--- config.mk ---
export PLATFORM = sky130hd
export DESIGN_NAME = alu_reg
export DESIGN_NICKNAME = d
export VERILOG_FILES = /design/src/rtl/alu_reg_pkg.sv /design/src/rtl/alu_reg_arith.sv /design/src/rtl/alu_reg.sv
export SDC_FILE = /design/constraint.sdc
export NUM_CORES = 1
export LEC_CHECK = 0
export ABC_AREA = 1
export ABC_CLOCK_PERIOD_IN_PS = 7300
export CAP_MARGIN = 10
export CORE_MARGIN = 2
export CORE_UTILIZATION = 30
export DETAILED_ROUTE_END_ITERATION = 12
export SYNTH_ARGS = -nofsm -noshare
export SYNTH_HDL_FRONTEND = slang
export SYNTH_HIERARCHICAL = 1
export SYNTH_SLANG_ARGS = --single-unit
--- constraint.sdc ---
create_clock -name clk -period 7.3 [get_ports clk]
set_input_delay 2.19 -clock clk [delete_from_list [all_inputs] [get_ports clk]]
set_output_delay 2.19 -clock clk [all_outputs]
set_load 0.05 [all_outputs]
--- src/rtl/alu_reg_pkg.sv ---
// Shared opcode constants and helpers for the registered ALU.
// sel[3:2] picks the unit; sel[1:0] picks the sub-operation within it.
package alu_reg_pkg;

  localparam logic [1:0] UNIT_LOGIC = 2'b00;
  localparam logic [1:0] UNIT_ARITH = 2'b01;
  // Shift occupies both 2'b10 and 2'b11; only bit 1 is decoded.
  localparam logic [1:0] UNIT_SHIFT = 2'b10;

  localparam logic [1:0] LOGIC_AND     = 2'b00;
  localparam logic [1:0] LOGIC_AND_ALT = 2'b01;
  localparam logic [1:0] LOGIC_OR      = 2'b10;
  localparam logic [1:0] LOGIC_XOR     = 2'b11;

  localparam logic [1:0] ARITH_ADD = 2'b00;
  localparam logic [1:0] ARITH_SUB = 2'b01;
  localparam logic [1:0] ARITH_INC = 2'b10;
  localparam logic [1:0] ARITH_DEC = 2'b11;

  // Carry-in needed by the shared adder for each arithmetic sub-op.
  function automatic logic arith_cin(input logic [1:0] op);
    return op[1] ^ op[0];
  endfunction

  function automatic logic is_shift_unit(input logic [1:0] unit);
    return unit[1] == UNIT_SHIFT[1];
  endfunction

endpackage

--- src/rtl/alu_reg_arith.sv ---
// Combinational add/sub/inc/dec built on a single adder a + operand + cin.
// For sub and dec the carry is the inverted borrow.
module alu_reg_arith
  import alu_reg_pkg::*;
#(
  parameter int unsigned SIZE = 5
) (
  input  logic [SIZE-1:0] a,
  input  logic [SIZE-1:0] b,
  input  logic [1:0]      op,
  output logic [SIZE-1:0] sum,
  output logic            carry
);

  logic [SIZE-1:0] operand;
  logic            cin;
  logic [SIZE:0]   full;

  always_comb begin
    operand = b;
    unique case (op)
      ARITH_ADD: operand = b;
      ARITH_SUB: operand = ~b;
      ARITH_INC: operand = '0;
      ARITH_DEC: operand = '1;
      default:   operand = b;
    endcase
  end

  assign cin   = arith_cin(op);
  assign full  = {1'b0, a} + {1'b0, operand} + {{SIZE{1'b0}}, cin};
  assign sum   = full[SIZE-1:0];
  assign carry = full[SIZE];

endmodule

--- src/rtl/alu_reg.sv ---
// Registered ALU: logic, arithmetic and arithmetic-shift-right units feeding one output register.
// The carry bit always reflects the adder for sel[1:0], whichever unit drives the result.
module alu_reg
  import alu_reg_pkg::*;
#(
  parameter int unsigned SIZE = 5
) (
  input  logic            clk,
  input  logic            rst_n,
  input  logic            in_valid,
  input  logic [SIZE-1:0] a,
  input  logic [SIZE-1:0] b,
  input  logic [3:0]      sel,
  output logic [SIZE:0]   out,
  output logic            out_valid
);

  logic [SIZE-1:0] arith_sum;
  logic            arith_carry;
  logic [SIZE-1:0] logic_res;
  logic [SIZE-1:0] shift_res;
  logic [SIZE-1:0] result;

  logic [SIZE:0]   out_q;
  logic            valid_q;

  alu_reg_arith #(
    .SIZE(SIZE)
  ) u_arith (
    .a    (a),
    .b    (b),
    .op   (sel[1:0]),
    .sum  (arith_sum),
    .carry(arith_carry)
  );

  always_comb begin
    logic_res = a & b;
    unique case (sel[1:0])
      LOGIC_AND, LOGIC_AND_ALT: logic_res = a & b;
      LOGIC_OR:                 logic_res = a | b;
      LOGIC_XOR:                logic_res = a ^ b;
      default:                  logic_res = a & b;
    endcase
  end

  // Sign bit is replicated into the top position.
  assign shift_res = {a[SIZE-1], a[SIZE-1:1]};

  always_comb begin
    result = logic_res;
    if (is_shift_unit(sel[3:2])) begin
      result = shift_res;
    end else if (sel[3:2] == UNIT_ARITH) begin
      result = arith_sum;
    end else begin
      result = logic_res;
    end
  end

  always_ff @(posedge clk) begin
    if (!rst_n) begin
      out_q   <= '0;
      valid_q <= 1'b0;
    end else begin
      valid_q <= in_valid;
      if (in_valid) begin
        out_q <= {arith_carry, result};
      end
    end
  end

  assign out       = out_q;
  assign out_valid = valid_q;

endmodule

==> results_dict.tcl <==
set metrics [dict create \
    syn-num-nets 196 \
    reg2reg_slack_ns 6.65 \
    power.density_mw_per_mm2 124 \
    rows 20 \
    die_h_um 61.3 \
    path_max_fanout 12 \
    path_class "primary input to flop" \
    track_usage_pct 14.9 \
    tightest_slew_ns 0.494 \
    finalCritPeriodShare_pct 69.5 \
    routed_wl_mm 2.41 \
    routed_via_density 4.39 \
    peakVddDrop_mv 0.0337 \
    crit_chain "clkdlybuf4s50_1, inv_1, ha_1, nor2_1, a22oi_1, fa_1, fa_1, nand2_1, nand2_1, nand3_1, nand2_1, nor2_1, nor2_1, nand2_1, a21oi_1" \
    synthFlopType "dfxtp_1" \
    p_clk_share_pct 21.7 \
    synth_warnings 6 \
    status "complete, no violations" \
    startpoint "sel[1]" \
    top_usage_layer "met2" \
    antenna-diode-count 0 \
    num_vias 1009 \
    ys_ff_latch 7 \
    crit_top_cell "nand2_1" \
    dieWidth_um 61.3 \
    timing.final.hold_violations 0 \
    io_pins 24 \
    synth_edf_count 0 \
    drive_above_1_share_pct 3.76 \
    endpoint "out[4]" \
    setup_tns_ns 0 \
    cts_buffer_depth 2 \
    drt-wirelength-per-cell_um 10.5 \
    coreArea_mm2 0.00308 \
    cts_setup_buffers 0 \
    sw_frac_of_total_pct 40.2 \
    slew_headroom_pct 67.0 \
    initial_utilization_pct 32.0 \
    synth_common_cells "35 x inv_1, 35 x nand2_1, 19 x nor2_1" \
    timing.rr.end "out[4]" \
    grt_antenna_before_repair 0 \
    htree_num_levels 1 \
    cts_resized 0 \
    clock_latency_ns 0.25 \
    ys_seq_area_share_pct 14.2 \
    drt-pass1-iter-count 4 \
    fin_cells 230 \
    cts_tree "done" \
    numCtsBuffers 3 \
    ant_nets 0 \
    use_met3_pct 1.26 \
    max_stage_delay_ns 0.76 \
    fin_crit_ns 5.07 \
    r2r-start "out[4]" \
    drv_slew 0 \
    skew_ns 0 \
    setup_viol 0 \
    drv_cap 0 \
    drc 0 \
    root_buffer "clkbuf_4" \
    post-route-util_pct 41.7 \
    required_ns 7.43 \
    critical_path_depth 15 \
    syn_area_per_cell_um2 6.15 \
    cp-start-kind "primary input" \
    first_iter_violations 55 \
    die_area_mm2 0.00375 \
    place.gp.congestion 0.795 \
    grt_max_degree 13 \
    syn2layout_area_growth_pct 30.5 \
    fmax_mhz 197 \
    use_met1_pct 17.7 \
    hp-class "flop to flop" \
    crit_slowest_cell "clkdlybuf4s50_1" \
    hpwl_mm 2.06 \
    portBuffers 23 \
    seqPwrFrac_pct 26.6 \
    grt_use_met2_pct 28.1 \
    ys_async_sr_fraction_pct 0 \
    r2r_cells 2 \
    overflow 0 \
    p_sw_mw 0.0642 \
    p_int_mw 0.0956 \
    synthCells 160 \
    end_kind "flop" \
    finalNetCount 223 \
    crit_family "adder cells" \
    grt_pass1_wl_mm 4.20 \
    synth_top_area_cell "ha_1" \
    synth.top_cell.area_share_pct 21.6 \
    grt_pass1_vias 990 \
    rsz0062_at_grt "no" \
    power_frac_comb_pct 51.7 \
    syn_area_um2 983 \
    finalPower_mw 0.160 \
    postCtsHoldBufs 0 \
    clkSlewWorstSetupHoldPaths_ns 0.05 \
    cts.sinks 7 \
    dp_cells 226 \
    crit_arrival_ns 5.21 \
    total_leakage_power_nw 0.685 \
    yosysUniqueCellTypes 19 \
    critPathBufInv 2 \
    synth_area_leaders "ha_1 22%, dfxtp_1 14%, inv_1 13%" \
]
## per-layer routing
metal / vias to the layer above / routed length, µm
li1: 551 / -
met1: 438 / 1100
met2: 18 / 1220
met3: 2 / 79
met4: 0 / 9
met5: - / 0
## how the worst min path moves through the flow
stage / slack, ns / cells past startpoint / start / to
after floorplan: 0.68 / 2 / out[0] / out[0]
after global placement: 0.45 / 2 / out[0] / out[0]
after detailed placement: 0.45 / 2 / out[2] / out[2]
after CTS: 0.46 / 2 / out[2] / out[2]
after global routing: 0.50 / 2 / out[0] / out[0]
final: 0.46 / 2 / out[2] / out[2]
## registers in the layout (all words and copies together) (netlist names)
name / flops
out: 6
out_valid: 1
## worst min-delay path, stage by stage (launching register included)
cell     delay, ns
dfxtp_1       0.30
nand2_1       0.06
a21oi_1       0.05
## per-stage QoR
stage / hold slack (ns) / setup slack [ns] / cell area, µm²
finish: 0.461 / 2.23 / 1280
global route: 0.497 / 1.87 / 1280
CTS: 0.463 / 2.25 / 1280
detailed placement: 0.454 / 1.99 / 1260
global placement: 0.454 / 2.11 / 1260
floorplan: 0.683 / 3.06 / 983
## layout make-up
cell class / instances / area [µm²]
Multi-Input combinational cell: 114 / 687
Tap cell: 44 / 55.1
Clock buffer: 4 / 26.3
Inverter: 38 / 145
Timing Repair Buffer: 23 / 230
Fill cell: 342 / 1790
Sequential cell: 7 / 140
## cells in the final DEF, fill, tap and decap left out, types with 2 or more instances in the layout
cell	instances
fa_1	2
clkdlybuf4s50_1	23
dfxtp_1	7
nand3_1	16
nand4_1	2
clkbuf_4	3
a22oi_1	5
nand2_1	35
nor2_1	19
a21oi_1	9
ha_1	17
o21ai_0	5
inv_1	35
## power groups by stage
stage,combinational [mW],sequential [mW],clock [mW]
CTS,0.0837,0.0425,0.0365
global route,0.0952,0.0428,0.0392
detailed placement,0.0832,0.0433,0
global placement,0.0820,0.0433,0
finish,0.0826,0.0425,0.0346
floorplan,0.0436,0.0538,0
## logic make-up after synthesis
family	synth area share [%]
fa+ha+maj	25.7
flops	14.2
compound gates	11.4
buf+inv	15.9
xor+xnor	0.891
simple gates	31.8
Power figures use the tool's default switching activity.
